==> src/rtl/lsu_pkg.sv <==
// Shared definitions for the load/store bridge: funct3 size codes, FSM states
// and the size/width helper functions.
package lsu_pkg;

  localparam logic [2:0] LSU_B  = 3'b000;
  localparam logic [2:0] LSU_H  = 3'b001;
  localparam logic [2:0] LSU_W  = 3'b010;
  localparam logic [2:0] LSU_D  = 3'b011;
  localparam logic [2:0] LSU_BU = 3'b100;
  localparam logic [2:0] LSU_HU = 3'b101;
  localparam logic [2:0] LSU_WU = 3'b110;

  typedef enum logic [1:0] {
    ST_IDLE = 2'd0,
    ST_REQ  = 2'd1,
    ST_DONE = 2'd2
  } lsu_state_t;

  function automatic bit lsu_width_ok(input int dw);
    return (dw == 32) || (dw == 64);
  endfunction

  // log2 of the access size in bytes; codes not legal for this width fall back to full width
  function automatic logic [1:0] lsu_size(input logic [2:0] f3, input int dw);
    logic [1:0] full;
    full = (dw == 64) ? 2'd3 : 2'd2;
    case (f3)
      LSU_B, LSU_BU: return 2'd0;
      LSU_H, LSU_HU: return 2'd1;
      LSU_W, LSU_WU: return 2'd2;
      default:       return full;
    endcase
  endfunction

endpackage

==> src/rtl/lsu_extend.sv <==
// Load-path lane selector: picks the addressed lane out of the memory word and
// sign- or zero-extends it to the full register width.
module lsu_extend
  import lsu_pkg::*;
#(
  parameter int DATA_WIDTH = 32
) (
  input  logic [DATA_WIDTH-1:0]         rdata,
  input  logic [2:0]                    funct3,
  input  logic [$clog2(DATA_WIDTH/8)-1:0] offset,
  output logic [DATA_WIDTH-1:0]         data
);

  logic [DATA_WIDTH-1:0] lane_s;
  logic [1:0]            size_s;
  logic                  fill_s;
  int                    nbits_s;

  // Shift the addressed lane down to bit 0 and extend above the access size
  always_comb begin
    lane_s  = rdata >> {offset, 3'b000};
    size_s  = lsu_size(funct3, DATA_WIDTH);
    nbits_s = 8 << size_s;
    case (size_s)
      2'd0:    fill_s = lane_s[7];
      2'd1:    fill_s = lane_s[15];
      2'd2:    fill_s = lane_s[31];
      default: fill_s = lane_s[DATA_WIDTH-1];
    endcase
    fill_s = fill_s & ~funct3[2];
    data   = {DATA_WIDTH{1'b0}};
    for (int i = 0; i < DATA_WIDTH; i++) begin
      if (i < nbits_s) begin
        data[i] = lane_s[i];
      end else begin
        data[i] = fill_s;
      end
    end
  end

endmodule

==> src/rtl/lsu_bridge.sv <==
// Load/store bridge between the control matrix and a handshaked data memory.
// Define LSU_MISALIGN_TRAP_EN to trap misaligned accesses instead of truncating them.
module lsu_bridge
  import lsu_pkg::*;
#(
  parameter int DATA_WIDTH = 32,
  parameter int ADDR_WIDTH = 32
) (
  input  logic                    clk_i,
  input  logic                    reset_i,
  input  logic                    start_i,
  input  logic                    wr_i,
  input  logic [2:0]              funct3_i,
  input  logic [ADDR_WIDTH-1:0]   addr_i,
  input  logic [DATA_WIDTH-1:0]   wd_i,
  output logic                    busy_o,
  output logic                    done_o,
  output logic [DATA_WIDTH-1:0]   rd_o,
  output logic                    misalign_o,
  output logic                    mem_req_o,
  output logic                    mem_we_o,
  output logic [ADDR_WIDTH-1:0]   mem_addr_o,
  output logic [DATA_WIDTH/8-1:0] mem_be_o,
  output logic [DATA_WIDTH-1:0]   mem_wdata_o,
  input  logic                    mem_ack_i,
  input  logic [DATA_WIDTH-1:0]   mem_rdata_i
);

  localparam int NB    = DATA_WIDTH / 8;
  localparam int OFF_W = $clog2(NB);

  if (!lsu_width_ok(DATA_WIDTH)) begin : g_bad_width
    $error("lsu_bridge: DATA_WIDTH must be 32 or 64");
  end

  lsu_state_t            state_r;
  logic                  busy_r, done_r, misalign_r, req_r, we_r;
  logic [2:0]            f3_r;
  logic [OFF_W-1:0]      off_r;
  logic [ADDR_WIDTH-1:0] addr_r;
  logic [NB-1:0]         be_r;
  logic [DATA_WIDTH-1:0] wdata_r, rd_r, ext_s, wdata_s;
  logic [1:0]            size_s;
  logic [OFF_W-1:0]      off_s, off_al_s, size_mask_s;
  logic [NB-1:0]         be_s;
  logic [ADDR_WIDTH-1:0] word_addr_s;
  logic                  misal_s;

  // Decode the incoming request into lanes, aligned offset and word address
  always_comb begin
    size_s      = lsu_size(funct3_i, DATA_WIDTH);
    off_s       = addr_i[OFF_W-1:0];
    size_mask_s = OFF_W'((32'd1 << size_s) - 32'd1);
    off_al_s    = off_s & ~size_mask_s;
    be_s        = NB'((32'd1 << (32'd1 << size_s)) - 32'd1) << off_al_s;
    wdata_s     = wd_i << {off_al_s, 3'b000};
    word_addr_s = {addr_i[ADDR_WIDTH-1:OFF_W], {OFF_W{1'b0}}};
`ifdef LSU_MISALIGN_TRAP_EN
    misal_s     = (off_s & size_mask_s) != {OFF_W{1'b0}};
`else
    misal_s     = 1'b0;
`endif
  end

  lsu_extend #(.DATA_WIDTH(DATA_WIDTH)) u_extend (
    .rdata  (mem_rdata_i),
    .funct3 (f3_r),
    .offset (off_r),
    .data   (ext_s)
  );

  // Access FSM; every output is a register updated on the state transition
  always_ff @(posedge clk_i) begin
    if (reset_i) begin
      state_r    <= ST_IDLE;
      busy_r     <= 1'b0;
      done_r     <= 1'b0;
      misalign_r <= 1'b0;
      req_r      <= 1'b0;
      we_r       <= 1'b0;
      f3_r       <= 3'b000;
      off_r      <= {OFF_W{1'b0}};
      addr_r     <= {ADDR_WIDTH{1'b0}};
      be_r       <= {NB{1'b0}};
      wdata_r    <= {DATA_WIDTH{1'b0}};
      rd_r       <= {DATA_WIDTH{1'b0}};
    end else begin
      case (state_r)
        ST_IDLE: begin
          done_r     <= 1'b0;
          misalign_r <= 1'b0;
          if (start_i) begin
            we_r    <= wr_i;
            f3_r    <= funct3_i;
            off_r   <= off_al_s;
            addr_r  <= word_addr_s;
            be_r    <= be_s;
            wdata_r <= wdata_s;
            busy_r  <= 1'b1;
            if (misal_s) begin
              state_r    <= ST_DONE;
              done_r     <= 1'b1;
              misalign_r <= 1'b1;
            end else begin
              state_r <= ST_REQ;
              req_r   <= 1'b1;
            end
          end
        end
        ST_REQ: begin
          if (mem_ack_i) begin
            state_r <= ST_DONE;
            req_r   <= 1'b0;
            done_r  <= 1'b1;
            if (!we_r) begin
              rd_r <= ext_s;
            end
          end
        end
        ST_DONE: begin
          state_r    <= ST_IDLE;
          busy_r     <= 1'b0;
          done_r     <= 1'b0;
          misalign_r <= 1'b0;
        end
        default: begin
          state_r    <= ST_IDLE;
          busy_r     <= 1'b0;
          done_r     <= 1'b0;
          misalign_r <= 1'b0;
          req_r      <= 1'b0;
        end
      endcase
    end
  end

  assign busy_o      = busy_r;
  assign done_o      = done_r;
  assign misalign_o  = misalign_r;
  assign rd_o        = rd_r;
  assign mem_req_o   = req_r;
  assign mem_we_o    = we_r;
  assign mem_addr_o  = addr_r;
  assign mem_be_o    = be_r;
  assign mem_wdata_o = wdata_r;

endmodule

==> config.mk <==
export PLATFORM = sky130hd
export DESIGN_NAME = lsu_bridge
export DESIGN_NICKNAME = d
export VERILOG_FILES = /design/src/rtl/lsu_pkg.sv /design/src/rtl/lsu_extend.sv /design/src/rtl/lsu_bridge.sv
export SDC_FILE = /design/constraint.sdc
export NUM_CORES = 1
export LEC_CHECK = 0
export ABC_AREA = 1
export BUFFER_PORTS_ARGS = -buffer_cell sky130_fd_sc_hd__buf_2
export CAP_MARGIN = 10
export CORE_ASPECT_RATIO = 0.6
export CORE_MARGIN = 3
export CORE_UTILIZATION = 30
export CTS_CLUSTER_DIAMETER = 150
export DETAILED_ROUTE_END_ITERATION = 8
export PLACE_DENSITY = 0.54
export SLEW_MARGIN = 15
export SYNTH_ARGS = -nofsm -noshare
export SYNTH_HDL_FRONTEND = slang
export SYNTH_SLANG_ARGS = --single-unit
==> constraint.sdc <==
create_clock -name clk_i -period 3.53 [get_ports clk_i]
set_input_delay 0.1765 -clock clk_i [delete_from_list [all_inputs] [get_ports clk_i]]
set_output_delay 0.1765 -clock clk_i [all_outputs]
set_load 0.02 [all_outputs]
==> impl_results.md, run 1 <==
* TritonCTS clock tree: done
* Worst-path fanout max at 26
* Ratio of final minimum period to clock period at 0.586
* Most used cells in the layout excluding fill and tap cells: sky130_fd_sc_hd__buf_2, sky130_fd_sc_hd__nor2_1, sky130_fd_sc_hd__nand2_1
* Total congestion overflow after global routing at 0
* Relative slew slack at 0.403
* Antenna Nets Post-Route at 0
* Number of buffers inserted by hold repair at cts at 0
* Dominant register cell in the synthesized netlist: sky130_fd_sc_hd__dfxtp_1
* Global-route usage over all layers at 0.179
* FFs w/ async S/R, synth at 0
* Critical path class: flop to flop
* # clock sinks at 109
* Number of global-route vias before repair at 4617
* PostCTS Resize Cnt at 0
* Antenna violations before repair at 0
* #FFs+latches synth at 109
* Actual transition at the worst max-transition pin at 894 ps
* Row cnt at 35
* Total routed wirelength at 16900 um
* Hold Path Class: primary input to flop
* Total CTS buffers at 9
* Largest net degree at the start of global routing at 78
* Global-route wire length before repair at 26300 um
* Setup repair after global routing missed its margin: false
* Max IR drop VDD at 0.000238 V
* Clock Skews at 16.5 ps
* # IOs at about 210
* Average wire per standard cell at 15.3 um
* Share of synthesized area occupied by flip-flops and latches at 0.435
* Clock Path Buffers at 2
* Number of port buffers at 205
* Post-Place Cell Area at 6110 sq um
* Fraction of final layout cells with drive strength greater than 1 at 0.298
* Area enclosed by the die boundary at 18300 sq um
* Count of filler cells inserted in the layout at 1693
* Kind of end point of the critical path: flop
* Cell Area, Synth at 5010 sq um
* Buffers inserted by post-CTS timing repair at 0
* Nets at 984
* Detailed placer's ending HPWL at 12300 um
* Result of the run: complete, no violations
* Commonest non-fill, non-tap cell in the layout: sky130_fd_sc_hd__buf_2
* Clock latency of the later-clocked register in the worst-skew pair at 350 ps
* Cell count after synthesis at around 700
* Post-synth EDFFs at 0
* First-pass DRT Iterations at 5
* Final setup vio count at 0
* Worst endpoint required time at 3810 ps
* Number of pins exceeding their max-slew limit in the final report at 0
* Number of max-cap violations at 0
* Syn-to-layout area delta at 28.1%
* Fraction of the core area covered by cells at the end of the flow at 0.405
* Areal power density over the cells at 483 nW/um^2
* Endpoint arrival time on the critical path at around 2400 ps
* Average vias per placed instance at 4.67
* Minimum clock period at 2070 ps
* Post-route cell area at approximately 6400 sq um
* Count of antenna diodes in the layout at 0
* Clock root buffer: sky130_fd_sc_hd__clkbuf_16
* Vertical die dimension at approximately 110 um
* Core Region at 15900 sq um
* Clock H-tree levels at 3
* Starting DRT DRC Count at 403
* Netlist cell types at 33
* Starting utilization of the core area at 0.316
* Total DRC errors in the routed layout at 0
* Mapped Avg Cell Area at between 7 and 8 sq um
* Final estimated routing congestion in global placement at 0.884
* Count of endpoints failing hold in the final timing report at 0
* Die width at 173 um
* TNS Setup at 0 ps
* Startpoint Class: flop
* Register area at 2180 sq um
* Routed via count at 5166
* Static leakage at 3.22 nW
* Yosys warns at 0
* Clock transition at the registers of the reported paths at 80 ps
* Timing-limited maximum frequency at 483 MHz
* Area of the multi-input gates at ~2400 sq um
==> path summary, 6_finish.rpt <==
path               start          end  slack, ps  depth (start not counted)
max             off_r[1]     rd_o[16]       1460                          6
min            mem_ack_i       done_o         60                          3
max reg2reg     off_r[1]     rd_o[16]       1460                          6
min reg2reg  mem_be_o[1]  mem_be_o[1]        460                          2
==> kinds of logic after synthesis <==
logic type,count (synthesis),share of synthesized area
and+or+nand+nor,312,0.271
buffers and inverters,90,0.0821
AOI/OAI and AO/OA,195,0.210
DFF,109,0.435
other,1,0.000748
==> synthesized netlist by cell type (2+ instances only) <==
cell type	instances	area (sq um)
sky130_fd_sc_hd__nand3_2	2	20.0
sky130_fd_sc_hd__o211ai_1	23	173
sky130_fd_sc_hd__nor3_2	8	80.1
sky130_fd_sc_hd__buf_6	3	33.8
sky130_fd_sc_hd__buf_4	5	37.5
sky130_fd_sc_hd__clkbuf_1	22	82.6
sky130_fd_sc_hd__a21oi_2	4	35.0
sky130_fd_sc_hd__nand2_4	2	22.5
sky130_fd_sc_hd__buf_1	2	7.51
sky130_fd_sc_hd__inv_1	32	120
sky130_fd_sc_hd__a31oi_1	3	18.8
sky130_fd_sc_hd__nand2_1	115	432
sky130_fd_sc_hd__nor2_1	141	529
sky130_fd_sc_hd__nand3_1	29	145
sky130_fd_sc_hd__nor2_4	4	45.0
sky130_fd_sc_hd__inv_2	3	11.3
sky130_fd_sc_hd__or2_2	7	43.8
sky130_fd_sc_hd__a21oi_1	81	405
sky130_fd_sc_hd__buf_2	18	90.1
sky130_fd_sc_hd__dfxtp_1	109	2180
sky130_fd_sc_hd__o21ai_1	8	40.0
sky130_fd_sc_hd__o21ai_0	75	375
==> cell type report <==
type | count | share of cell area
Clock buffer | 11 | 0.0378
Timing Repair Buffer | 211 | 0.167
Sequential cell | 109 | 0.340
Multi-Input combinational cell | 510 | 0.378
Clock inverter | 5 | 0.0101
Tap cell | 222 | 0.0433
Inverter | 39 | 0.0242
==> worst max-delay path: stages, from the launching register on <==
cell and delay, ps:
sky130_fd_sc_hd__dfxtp_1 660, sky130_fd_sc_hd__inv_2 350, sky130_fd_sc_hd__nand3_1 210, sky130_fd_sc_hd__nand3_1 90, sky130_fd_sc_hd__nand2_1 90, sky130_fd_sc_hd__nand3_2 350
sky130_fd_sc_hd__a21oi_1 260
==> metrics by stage <==
| stage | power, mW | std cells | hold WS (ps) | setup slack, ps |
|---|---|---|---|---|
| 6_report | 3.10 | 1107 | 56.8 | 1460 |
| 5_1_grt | 3.26 | 1107 | 90.6 | 1270 |
| 4_1_cts | 3.13 | 1107 | 45.1 | 1460 |
| 3_5_place_dp | 2.06 | 1091 | 434 | 1480 |
| 3_3_place_gp | 2.06 | 1091 | 416 | 1550 |
| 2_1_floorplan | 1.82 | 709 | 306 | 2280 |
==> layer usage <==
metal  vias up  GRT usage  share of wire
met5         -          0              0
met4         0     0.0353         0.0051
met3         6     0.0453          0.076
met2       215      0.229           0.37
met1      2282      0.290           0.55
li1       2663          -              -
==> flip-flops by register name, summed over array words and instances (netlist names) <==
signal	count
mem_wdata_o	32
rd_o	32
mem_addr_o	30
mem_be_o	4
f3_r	3
off_r	2
state_r	2
busy_o	1
done_o	1
mem_req_o	1
mem_we_o	1
==> power breakdown <==
group	internal [mW]	leakage [nW]	switching (mW)
combinational	0.215	2.17	0.444
sequential	1.32	0.896	0.0542
clock	0.579	0.151	0.487
Note: power is estimated with default switching activity, not from simulation.
==> run 2: changes to the inputs <==
- PLACE_DENSITY: 0.54 -> 0.56
- clock period: 3.53 -> 1.85 ns (I/O delays scaled with it)
==> impl_results.md, run 2 (same netlist as run 1, synthesis figures left out) <==
* Result of the run: complete, no violations
* Relative slew slack at 0.598 (+0.195)
* Total DRC errors in the routed layout at 0 (unchanged)
* Number of pins exceeding their max-slew limit in the final report at 0 (unchanged)
* Total routed wirelength at 17600 um (+3.9%)
* Die width at 173 um (unchanged)
* Vertical die dimension at 106 um (unchanged)
* Antenna violations before repair at 0 (unchanged)
* First-pass DRT Iterations at 5 (unchanged)
* Final setup vio count at 0 (unchanged)
* Largest net degree at the start of global routing at 52 (-33%)
* Average vias per placed instance at 4.73 (+1.4%)
* Clock latency of the later-clocked register in the worst-skew pair at 340 ps (about the same)
* Count of filler cells inserted in the layout at 1725 (+1.9%)
* TritonCTS clock tree: done
* # IOs at 209 (unchanged)
* Setup repair after global routing missed its margin: false
* # clock sinks at 109 (unchanged)
* Worst hold margin at 15.9 ps (-40.9 ps)
* Ratio of final minimum period to clock period at 0.859 (+0.272)
* Clock H-tree levels at 3 (unchanged)
* Total CTS buffers at 9 (unchanged)
* Fraction of the core area covered by cells at the end of the flow at 0.422 (+0.0167)
* Post-Place Cell Area at 6260 sq um (+2.5%)
* Clock Skews at 5.91 ps (-10.6 ps)
* Nets at 1011 (+2.7%)
* Critical path class: flop to flop
* Static leakage at 3.35 nW (+3.9%)
* Cell total after placement at 1106 (+1.4%)
* Post-placement setup slack at 205 ps (-1270 ps)
* Buffers inserted by post-CTS timing repair at 0 (unchanged)
* Max IR drop VDD at 0.000470 V (+97%)
* Starting DRT DRC Count at 430 (+6.7%)
* Routed via count at 5365 (+3.9%)
* Minimum clock period at 1590 ps (-481 ps)
* Fraction of final layout cells with drive strength greater than 1 at 0.306 (+0.00762)
* Worst-path fanout max at 18 (-31%)
* Number of global-route vias before repair at 4746 (+2.8%)
* Total congestion overflow after global routing at 0 (unchanged)
* Antenna Nets Post-Route at 0 (unchanged)
* Post-layout worst setup margin at 261 ps (-1200 ps)
* Area enclosed by the die boundary at 18300 sq um (unchanged)
* Row cnt at 35 (unchanged)
* Worst endpoint required time at 2080 ps (-1730 ps)
* TNS Setup at 0 ps (unchanged)
* Areal power density over the cells at 888 nW/um^2 (+84%)
* Core Region at 15900 sq um (unchanged)
* FF-to-FF path depth at 6 (unchanged)
* Endpoint arrival time on the critical path at 1820 ps (-530 ps)
* Final Power at 5.94 mW (+92%)
* Detailed placer's ending HPWL at 13100 um (+5.9%)
* Number of max-cap violations at 0 (unchanged)
* Clock Path Buffers at 2 (unchanged)
* Average wire per standard cell at 15.5 um (+1.5%)
* Hold Path Class: primary input to flop
* Starting utilization of the core area at 0.316 (unchanged)
* Commonest non-fill, non-tap cell in the layout: sky130_fd_sc_hd__buf_2
* Final estimated routing congestion in global placement at 0.878 (-0.68%)
* Post-route cell area at 6680 sq um (+4.1%)
* Layout Cells excl Fill at 1134 (+2.4%)
* Count of antenna diodes in the layout at 0 (unchanged)
* Most used cells in the layout excluding fill and tap cells: sky130_fd_sc_hd__buf_2, sky130_fd_sc_hd__nor2_1, sky130_fd_sc_hd__nand2_1
* Count of endpoints failing hold in the final timing report at 0 (unchanged)
* Clock transition at the registers of the reported paths at 70 ps (about the same)
* Number of port buffers at 205 (unchanged)
* Clock root buffer: sky130_fd_sc_hd__clkbuf_16
* Hold Crit Depth at 3 (unchanged)
* Startpoint Class: flop
* Global-route wire length before repair at 27100 um (+2.9%)
* Kind of end point of the critical path: flop
* Actual transition at the worst max-transition pin at 596 ps (-298 ps)
* Timing-limited maximum frequency at 629 MHz (+30%)
* Syn-to-layout area delta at 33.4%
* Global-route usage over all layers at 0.184 (+0.00499)
run 2: changes by cell type in the layout (fill, tap and decap cells not counted), sizes merged:
cell / delta
buf: +15
dlygate4sd3: +12
clkinvlp: +2
clkinv: -1
inv: -1
run 2: critical path, cell delays in order, from the launching register on:
cell and delay (ps):
sky130_fd_sc_hd__dfxtp_1 360, sky130_fd_sc_hd__nor2_2 70, sky130_fd_sc_hd__nand2_4 100, sky130_fd_sc_hd__inv_4 50, sky130_fd_sc_hd__nand2_4 210, sky130_fd_sc_hd__clkinv_1 340, sky130_fd_sc_hd__a211oi_1 350
run 2: repair_timing:
action | 4_1_cts | 5_1_grt
gates resized for setup | 0 | 0
hold endpoints to repair | 12 | 0
hold buffers | 12 | 0
run 2: layer usage:
| metal | vias up | GRT usage | part of all wire |
|---|---|---|---|
| li1 | 2725 | - | - |
| met1 | 2421 | 0.297 | 0.55 |
| met2 | 212 | 0.237 | 0.38 |
| met3 | 7 | 0.0482 | 0.072 |
| met4 | 0 | 0.0335 | 0.0053 |
| met5 | - | 0 | 0 |
run 2: area by class of cell:
type / instances / area, sq um / share of cell area
repair buffers: 238 / 1340 / 0.201
clock buffers: 11 / 243 / 0.0363
inverters: 39 / 155 / 0.0232
multi-input cells: 510 / 2420 / 0.363
well taps: 222 / 278 / 0.0416
clock inverters: 5 / 58.8 / 0.00880
flip-flops and latches: 109 / 2180 / 0.327
run 2: final timing paths:
| check | startpoint | end | slack (ps) |
|---|---|---|---|
| min reg2reg | mem_wdata_o[12] | mem_wdata_o[12] | 470 |
| max | state_r[0] | off_r[1] | 260 |
| min | addr_i[12] | mem_addr_o[12] | 20 |
| max reg2reg | state_r[0] | off_r[1] | 260 |
run 2: power by group:
part	leakage [nW]	internal, mW	switching [mW]
Combinational	2.31	0.468	0.874
Clock	0.142	1.09	0.888
Sequential	0.896	2.52	0.0972
Total	3.35	4.08	1.86
